<file path="config.mk">
export PLATFORM = sky130hd
export DESIGN_NAME = bcd_countdown_timer_2d
export DESIGN_NICKNAME = d
export VERILOG_FILES = /design/src/rtl/bcd_countdown_timer_2d.sv
export SDC_FILE = /design/constraint.sdc
export NUM_CORES = 1
export LEC_CHECK = 0
export ABC_CLOCK_PERIOD_IN_PS = 2900
export CORE_ASPECT_RATIO = 0.5
export CORE_MARGIN = 3
export CORE_UTILIZATION = 53
export DETAILED_ROUTE_END_ITERATION = 7
export GPL_ROUTABILITY_DRIVEN = 0
export PLACE_DENSITY = 0.79
export SYNTH_ARGS = -nofsm -noshare
export SYNTH_HDL_FRONTEND = slang
export SYNTH_SLANG_ARGS = --single-unit
</file>
<file path="constraint.sdc">
create_clock -name clk -period 2.9 [get_ports clk]
set_clock_uncertainty 0.1 [all_clocks]
set_input_delay 0.725 -clock clk [delete_from_list [all_inputs] [get_ports clk]]
set_output_delay 0.725 -clock clk [all_outputs]
set_load 0.01 [all_outputs]
</file>
<file path="src/rtl/bcd_countdown_timer_2d.sv">
// Two-digit BCD countdown timer: decade borrow chain, tick prescaler and
// load/start/stop control with a one-cycle expiry pulse.
module bcd_countdown_timer_2d #(
    parameter int PRESCALE = 4
) (
    input  logic       clk,
    input  logic       clear,
    input  logic       load,
    input  logic [3:0] load_tens,
    input  logic [3:0] load_units,
    input  logic       start,
    input  logic       stop,
    output logic [3:0] tens,
    output logic [3:0] units,
    output logic       running,
    output logic       done
);

    typedef enum logic [1:0] {
        ST_IDLE    = 2'd0,
        ST_RUN     = 2'd1,
        ST_PAUSED  = 2'd2,
        ST_EXPIRED = 2'd3
    } state_t;

    localparam logic [7:0] PRESC_LAST = 8'(PRESCALE - 1);

    function automatic logic [3:0] clamp_digit(input logic [3:0] d);
        if (d > 4'd9) begin
            return 4'd9;
        end else begin
            return d;
        end
    endfunction

    state_t     state_r;
    logic [7:0] presc_r;
    logic [3:0] tens_r;
    logic [3:0] units_r;
    logic       running_r;
    logic       done_r;

    logic       tick_s;
    logic       nonzero_s;
    logic       hits_zero_s;
    logic [3:0] next_tens_s;
    logic [3:0] next_units_s;

    // Borrow chain: the units wrap 0->9 decrements the tens digit.
    always_comb begin
        tick_s       = (presc_r == PRESC_LAST);
        nonzero_s    = (tens_r != 4'd0) || (units_r != 4'd0);
        next_tens_s  = tens_r;
        next_units_s = units_r;
        if (units_r != 4'd0) begin
            next_units_s = units_r - 4'd1;
        end else begin
            next_units_s = 4'd9;
            if (tens_r != 4'd0) begin
                next_tens_s = tens_r - 4'd1;
            end else begin
                next_tens_s = 4'd0;
            end
        end
        hits_zero_s = (next_tens_s == 4'd0) && (next_units_s == 4'd0);
    end

    // Control FSM, prescaler, digit registers and registered status outputs.
    always_ff @(posedge clk or posedge clear) begin
        if (clear) begin
            state_r   <= ST_IDLE;
            presc_r   <= 8'd0;
            tens_r    <= 4'd9;
            units_r   <= 4'd9;
            running_r <= 1'b0;
            done_r    <= 1'b0;
        end else begin
            done_r <= 1'b0;
            if (load) begin
                // Load outranks every other command, including a tick.
                tens_r    <= clamp_digit(load_tens);
                units_r   <= clamp_digit(load_units);
                presc_r   <= 8'd0;
                state_r   <= ST_IDLE;
                running_r <= 1'b0;
            end else begin
                case (state_r)
                    ST_IDLE: begin
                        if (start && !stop && nonzero_s) begin
                            state_r   <= ST_RUN;
                            presc_r   <= 8'd0;
                            running_r <= 1'b1;
                        end
                    end
                    ST_RUN: begin
                        if (stop) begin
                            state_r   <= ST_PAUSED;
                            running_r <= 1'b0;
                        end else if (tick_s) begin
                            presc_r <= 8'd0;
                            tens_r  <= next_tens_s;
                            units_r <= next_units_s;
                            if (hits_zero_s) begin
                                state_r   <= ST_EXPIRED;
                                running_r <= 1'b0;
                                done_r    <= 1'b1;
                            end
                        end else begin
                            presc_r <= presc_r + 8'd1;
                        end
                    end
                    ST_PAUSED: begin
                        // Resume keeps the held prescaler phase.
                        if (start && !stop) begin
                            state_r   <= ST_RUN;
                            running_r <= 1'b1;
                        end
                    end
                    ST_EXPIRED: begin
                        state_r <= ST_EXPIRED;
                    end
                    default: begin
                        state_r   <= ST_IDLE;
                        presc_r   <= 8'd0;
                        running_r <= 1'b0;
                    end
                endcase
            end
        end
    end

    assign tens    = tens_r;
    assign units   = units_r;
    assign running = running_r;
    assign done    = done_r;

endmodule

</file>
==> After elaboration in Yosys (flattened, before gate mapping) <==
Index checks and enable logic that the tools add are counted.
Widths: inputs -> output; s select.
{ "totals": {"ff_bits": 20, "latch_bits": 0, "mem_bits_rw": 0, "mem_bits_ro": 0, "inputBits": 13, "output_inout_bits": 10, "word_cells": 76, "n_memories": 0} }
{ "classes": {"addsub": 3, "n_mul": 0, "div_mod_pow": 0, "n_lt_le_gt_ge": 2, "n_eq_ne": 10, "n_shift": 0, "n_mux": 37, "n_bitwise": 0, "n_reduce_logical": 18} }
{ "op_table": {"columns": ["op", "count"], "rows": [
  ["$mux 4", 13],
  ["$mux 8", 4],
  ["$pmux 8 s2", 1],
  ["$mux 2", 6],
  ["$reduce_bool 4->1", 3],
  ["$mux 1", 11],
  ["$ne 3x3->1 const B", 3],
  ["$add 8x1->8 const B", 1],
  ["$eq 8x2->1 const B", 1],
  ["$gt 4x4->1 const B", 2],
  ["$logic_not 4->1", 2],
  ["$ne 4x4->1 const B", 2],
  ["$pmux 2 s4", 1],
  ["$sub 4x1->4 const B", 2],
  ["$reduce_and 3->1", 2],
  ["$reduce_and 5->1", 1],
  ["$eq 2x2->1 const B", 2],
  ["$reduce_and 4->1", 1],
  ["$reduce_bool 2->1", 2],
  ["$logic_and 1x1->1", 3],
  ["$pmux 1 s3", 1],
  ["$reduce_bool 3->1", 1],
  ["$eq 2x1->1 const B", 1],
  ["$logic_not 2->1", 1],
  ["3 further kinds", 3]
]} }

==> Depth between registers and ports, before layout <==
Gate-level depths: netlist of run 1.
{ "depth": {"ltp_word": 10, "depth_mapped": 6, "depth_no_buf": 6} }

==> Worst setup path after synthesis of run 1 <==
No wires, ideal clock.
{ "synth_timing": {"path_kind": "register to register", "start": "register units_r[2], in the netlist units[2]", "end": "register running_r, in the netlist running", "setup_ns": 0.126, "t_arrival_ns": 1.896, "required_ns": 2.674, "slack_ns": 0.778, "stages_incl_launch_ff": 6, "n_path_buf": 1, "period_less_slack_ns": 2.122, "path_cell_list": "dfrtp_1 -> buf_6 -> or4_4 -> o31a_4 -> a21o_1 -> a311o_1"} }
{ "synth_between": {"elab_chain_len": 6, "word_cells_on_any_way": 12, "classes_between": "1 x add/sub; 2 x eq/ne; 2 x mux; 7 x reduce/logical"} }
{ "synth_lines": {"columns": ["element", "line", "text"], "rows": [
  ["start, declared", "39", "logic [3:0] units_r;"],
  ["start signal, assigned", "82", "units_r <= clamp_digit(load_units);"],
  ["start signal, assigned", "102", "units_r <= next_units_s;"],
  ["$sub 4x1->4 / $reduce_bool 4->1 (equally long branches)", "56, 52, 55", null],
  ["$mux 4", "55", "if (units_r != 4'd0) begin"],
  ["$logic_not 4->1", "65", "hits_zero_s = (next_tens_s == 4'd0) && (next_units_s == 4'd0);"],
  ["$logic_and 1x1->1", "65", null],
  ["$ne 4x4->1 (no line)", null, null],
  ["$reduce_and 5->1 (no line) *", null, null],
  ["end signal, assigned", "75", "running_r <= 1'b0;"],
  ["end signal, assigned", "85", "running_r <= 1'b0;"],
  ["end signal, assigned", "92", "running_r <= 1'b1;"],
  ["end, declared", "40", "logic running_r;"]
]} }
Every way passes the cells marked *; elsewhere a longest branch is shown, timed or not.
A chain may end at the register's enable or synchronous reset.

==> Final worst setup path of run 1 <==
{ "layout_timing": {"start": "input stop", "end": "register running_r, in the netlist running"} }
{ "layout_between": {"elab_chain_len": 5, "word_cells_on_any_way": 11, "classes_between": "4 x eq/ne; 3 x mux; 4 x reduce/logical"} }
{ "layout_lines": {"columns": ["element", "line", "text"], "rows": [
  ["start, declared", "12", "input logic stop,"],
  ["$logic_not 1->1", "89, 114", null],
  ["$logic_and 1x1->1", "89, 114", null],
  ["$logic_and 1x1->1", "89", "if (start && !stop && nonzero_s) begin"],
  ["$ne 3x3->1 (no line)", null, null],
  ["$reduce_and 5->1 (no line)", null, null],
  ["end signal, assigned", "92", null],
  ["end signal, assigned", "98", "running_r <= 1'b0;"],
  ["end signal, assigned", "116", "running_r <= 1'b1;"]
]} }
Parallel ways exist; a longest one is shown, timed or not.

==> results of run 1 <==
-- registers in the layout, indices dropped and copies added, names as in the netlist --
register / flops
done: 1
presc_r: 8
running: 1
state_r: 2
tens: 4
units: 4
-- cell usage after synthesis, types with 3 or more instances --
cell type	n
dfrtp_1	16
a31oi_1	4
nor3_1	3
o22ai_1	4
ha_1	5
o2bb2ai_1	4
nand3_1	7
nor2_1	13
a22oi_1	3
nor2b_1	5
nand4_1	4
or3_1	3
dfstp_2	4
a22o_1	3
nand2_1	7
a21oi_1	3
nor4b_1	3
inv_1	12
o21ai_0	8
-- per-layer routing --
layer | vias up | share of wire [%] | wire length [um] | GRT usage, %
met5 | - | 0 | 0 | 0
met3 | 0 | 5.8 | 186 | 5.58
li1 | 627 | - | - | -
met2 | 43 | 46 | 1480 | 33.8
met1 | 621 | 48 | 1560 | 27.2
met4 | 0 | 0 | 0 | 2.79
-- cells in the final DEF, fill, tap and decap left out, drive strengths merged, types with 4 or more instances in the layout --
cell type      synthesis  routed
a31oi                  4       4
buf                    2       6
nand4                  4       4
clkbuf                 1       4
o2bb2ai                4       4
dfstp                  4       4
nand2                  7       7
nor4b                  4       4
dfrtp                 16      16
or3                    5       5
ha                     5       5
nor2b                  5       5
o21ai                  8       8
clkdlybuf4s50          0      22
nor2                  13      13
nand3                  7       7
inv                   12      12
o22ai                  4       4
-- path summary, 6_finish.rpt --
| path | end | slack, ns |
|---|---|---|
| worst max-delay path | running$_DFFE_PP0P_ | 0.48 |
| worst min-delay path | tens[3]$_DFFE_PP1P_ | 0.46 |
| worst max register to register | running$_DFFE_PP0P_ | 0.76 |
| worst min register to register | tens[3]$_DFFE_PP1P_ | 0.46 |
| max in group asynchronous | state_r[0]$_DFFE_PP0P_ | 1.44 |
| min in group asynchronous | presc_r[6]$_DFFE_PP0P_ | 0.79 |
-- through the flow --
| step | instance area, sq um | hold WS (ns) | util [%] | setup slack [ns] | std cells |
|---|---|---|---|---|---|
| floorplan | 1390 | 0.386 | - | 0.778 | 149 |
| global placement | 1670 | 0.411 | 71.2 | 0.331 | 209 |
| detailed placement | 1670 | 0.442 | 71.2 | 0.222 | 209 |
| CTS | 1720 | 0.453 | 73.6 | 0.480 | 213 |
| global route | 1720 | 0.481 | 73.6 | 0.433 | 213 |
| finish | 1720 | 0.455 | 73.6 | 0.476 | 213 |
-- critical path, stage by stage --
cell and delay [ns]:
clkdlybuf4s50_1 0.50, or2b_2 0.35, a21oi_1 0.43, a2111oi_4 0.13
a311o_1 0.33
-- kinds of logic after synthesis --
group	after synthesis
buffers and inverters	15
and+or+nand+nor	63
adders and majority gates	5
DFF	20
muxes	2
xor gates and xnor gates	1
AOI/OAI and AO/OA	43
-- layout make-up --
class / count / area [sq um]
inverters: 12 / 45.0
fillers: 176 / 619
multi-input cells: 114 / 808
clock buffers: 4 / 55.1
repair buffers: 28 / 265
well taps: 35 / 43.8
flip-flops and latches: 20 / 505
-- where the power goes --
part | leakage [nW] | internal, mW | switching (mW)
Clock | 0.0288 | 0.121 | 0.0953
Sequential | 0.258 | 0.315 | 0.0459
Combinational | 0.420 | 0.154 | 0.178
==> flow_summary.yaml, run 1 <==
layout:
  drive_gt1_share_pct: 14.0
  n_antenna_cell: 0
  nets: 197
  area_growth_pct: 24.1
synthesis:
  ys.flop_type: "dfrtp_1"
  yosysTopAreaCellShare_pct: 28.8
  synth-adder-area-share_pct: 4.50
  syn_nets: 167
  synthMuxAreaShare_pct: 1.53
  synth_top_family_by_area: "simple AND/OR/NAND/NOR gates"
  synthCells: 149
  ys_seq_area_share_pct: 36.4
  ys_warn_count: 0
  ys_types: 49
  yosysTopAreaCell: "dfrtp_1"
  synth-simple-area-share_pct: 26.7
  synthXorXnorAreaFrac_pct: 0.631
  synth_compound_area_share_pct: 24.9
  syn_area_sq_um: 1390
  synth_edf_count: 0
  ys_top_cells_by_area: "dfrtp_1 (29%), dfstp_2 (7.6%), ha_1 (4.5%)"
  synth_area_per_cell_sq_um: 9.32
  synthArstFlopShare_pct: 100
  ys_ff_latch: 20
worst_setup_path:
  r2r_cells: 4
  required_ns: 2.95
  cp-end-kind: "register"
  critPathLaunch: "stop"
  r2r_start: "units[2]$_DFFE_PP0P_"
  worst-setup-path-type: "in -> reg"
  arrival_ns: 2.47
  critPathMaxFanout: 6
  crit_path_start_kind: "input pin"
die:
  dieArea_sq_um: 3310
  die_w_um: 78.4
  start_util_pct: 59.3
  num_rows: 12
  num_io_pins: 23
  dieHeight_um: 42.2
  core_region_area_sq_um: 2340
min_path:
  hp-class: "reg -> reg"
  hold_start: "tens[3]$_DFFE_PP1P_"
  whs_path_depth: 2
grt:
  antenna_found_initial: 0
  grt_pass1_wl_mm: 5.44
  grt_usage_pct: 20.3
  grt.overflow.total: 0
  grt_max_degree: 21
  grt_pass1_vias: 1219
sta:
  finalSetupTns_ns: 0
  setup_viol: 0
  max_slew_margin_pct: 50.3
  fin_crit_sh_pct: 83.6
  timing.fmax_mhz: 412
  period_needed_ns: 2.42
  final_hold_viol_count: 0
  rsz0062_at_grt: "no"
  final-max-slew-violation-count: 0
  worst_slew_pin_slew_ns: 0.745
clock_network:
  postCtsSetupBuffers: 0
  cts_resized: 0
  h-tree-depth: 1
  clk_pin_slew_worst_paths_ns: 0.07
  numClockSinks: 20
  cts_buffer_depth: 2
  cts_hold_buf: 0
  cts-root-buf: "clkbuf_8"
  cts_tree: "done"
  numCtsBuffers: 3
  clock_latency_ns: 0.26
route:
  drt-vias-per-instance: 6.06
  firstDrtPassIters: 4
  wl_mm: 3.23
  drc: 0
  ant_nets: 0
  routedWlPerCell_um: 15.2
  vias: 1291
  drt_iter0_markers: 99
power:
  ir_drop_mv: 0.315
  p_leak_nw: 0.707
  cellPowerDensity_nw_per_um2: 528
  total_power_mw: 0.910
run_status:
  status: "complete, no violations"
place:
  portBuffers: 22
  dp_hpwl_mm: 2.47
job:
  drv_cap: 0
No activity file was read; power rests on OpenSTA's default activity.
==> run 2: changes to the inputs <==
Settings changed: ABC_CLOCK_PERIOD_IN_PS 2900 to 2420.
Clock period 2.9 ns to 2.42 ns, I/O delays scaled along.
==> run 2 against run 1 <==
Compared with the run above: routed wire length up 0.34%; global-route usage up 0.75 points; via count up 1.3%; non-clock buffer count up 6; first-iteration DRC count up 56%; cell area up 2.6%; critical path depth unchanged; die area unchanged; worst setup slack worse by 0.28 ns; sequential cell count unchanged; register-to-register slack worse by 0.55 ns; utilization up 1.9 points.
==> flow_summary.yaml, run 2 (synthesized netlist as in run 1, its figures left out) <==
run_status:
  status: "complete, no violations"
layout:
  n_fill_cell: 182
  final_util_pct: 75.5
  largest_register_ffs: 8
  n_antenna_cell: 0
  largest_register: "presc_r"
  nets: 203
  drive_gt1_share_pct: 16.8
  area_growth_pct: 27.3
  final_cells: 219
  layout_common_cells: "clkdlybuf4s50_1 (22), dfrtp_1 (16), nor2_1 (13)"
  final_common_cell: "clkdlybuf4s50_1"
clock_network:
  cts_tree: "done"
  postCtsSetupBuffers: 0
  cts_buffer_depth: 2
  cts_hold_buf: 0
  cts-root-buf: "clkbuf_8"
  clk_pin_slew_worst_paths_ns: 0.07
  h-tree-depth: 1
  numCtsBuffers: 3
  numClockSinks: 20
  cts_resized: 0
  clock_latency_ns: 0.26
grt:
  grt_max_degree: 21
  top_usage_layer: "met2"
  grt.met3_usage_pct: 5.58
  grt_pass1_vias: 1189
  antenna_found_initial: 0
  grt_use_met2_pct: 33.2
  grt_pass1_wl_mm: 5.50
  grt.overflow.total: 0
  grt_usage_pct: 21.1
  gr-usage-met1_pct: 28.2
route:
  drt_iter0_markers: 154
  firstDrtPassIters: 4
  drc: 0
  wl_mm: 3.24
  routedWlPerCell_um: 14.8
  vias: 1308
  drt-vias-per-instance: 5.97
  ant_nets: 0
sta:
  timing.fmax_mhz: 450
  worst_slew_pin_slew_ns: 0.560
  fin_crit_sh_pct: 91.8
  final-max-slew-violation-count: 0
  rsz0062_at_grt: "no"
  period_needed_ns: 2.22
  setup_viol: 0
  final_hold_viol_count: 0
  hold-worst-slack_ns: 0.452
  max_slew_margin_pct: 62.6
worst_setup_path:
  crit_path_start_kind: "input pin"
  arrival_ns: 2.32
  critPathMaxFanout: 7
  required_ns: 2.52
  worst-setup-path-type: "in -> reg"
  cp-end-kind: "register"
die:
  num_rows: 12
  core_region_area_sq_um: 2340
  die_w_um: 78.4
  num_io_pins: 23
  start_util_pct: 59.3
  dieHeight_um: 42.2
  dieArea_sq_um: 3310
power:
  p_leak_nw: 0.735
  ir_drop_mv: 0.460
  cellPowerDensity_nw_per_um2: 623
place:
  portBuffers: 22
  dp_hpwl_mm: 2.46
  dp_cells: 215
min_path:
  hp-class: "reg -> reg"
job:
  drv_cap: 0
==> run 2: worst paths after layout <==
check                      cells after the start  slack [ns]                    from                     end
min reg2reg                                    2        0.45  presc_r[1]$_DFFE_PP0P_  presc_r[1]$_DFFE_PP0P_
min in group asynchronous                      3        0.56                   clear     tens[1]$_DFFE_PP0P_
max reg2reg                                    6        0.21  presc_r[0]$_DFFE_PP0P_  presc_r[0]$_DFFE_PP0P_
min                                            2        0.45  presc_r[1]$_DFFE_PP0P_  presc_r[1]$_DFFE_PP0P_
max                                            5        0.20                    stop  presc_r[0]$_DFFE_PP0P_
max in group asynchronous                      3        1.39                   clear     tens[3]$_DFFE_PP1P_
==> run 2: area by class of cell <==
cell class                 instances  area, sq um  area share [%]
clock buffer                       4         55.1            3.11
inverter                          12         45.0            2.55
multi-input combinational        114          808            45.7
sequential                        20          505            28.6
tap                               35         43.8            2.48
timing repair buffer              34          310            17.6
==> run 2: report_power, final <==
group          switching, mW  internal, mW  leakage (nW)
combinational          0.213         0.204         0.448
sequential            0.0487         0.378         0.258
clock                  0.113         0.145        0.0288
==> run 2: worst max-delay path, stage by stage <==
cell             delay [ns]
clkdlybuf4s50_1        0.50
nand2b_1               0.23
o21a_1                 0.24
a21oi_1                0.49
mux2_2                 0.26
==> run 2: stage by stage <==
| stage | instance area, sq um | setup WS, ns | setup TNS, ns | total power, mW |
|---|---|---|---|---|
| 2_1_floorplan | 1390 | 0.298 | 0 | 0.696 |
| 3_3_place_gp | 1710 | 0.0136 | 0 | 0.836 |
| 5_1_grt | 1770 | 0.0749 | 0 | 1.17 |
| 4_1_cts | 1770 | 0.220 | 0 | 1.11 |
| 3_5_place_dp | 1710 | -0.0445 | -0.0677 | 0.848 |
| 6_report | 1770 | 0.199 | 0 | 1.10 |
==> run 2: layer usage <==
layer	share of wire (%)	vias up
met5	0	-
met2	46	51
met1	45	615
met4	1.4	0
li1	-	636
met3	7.7	6
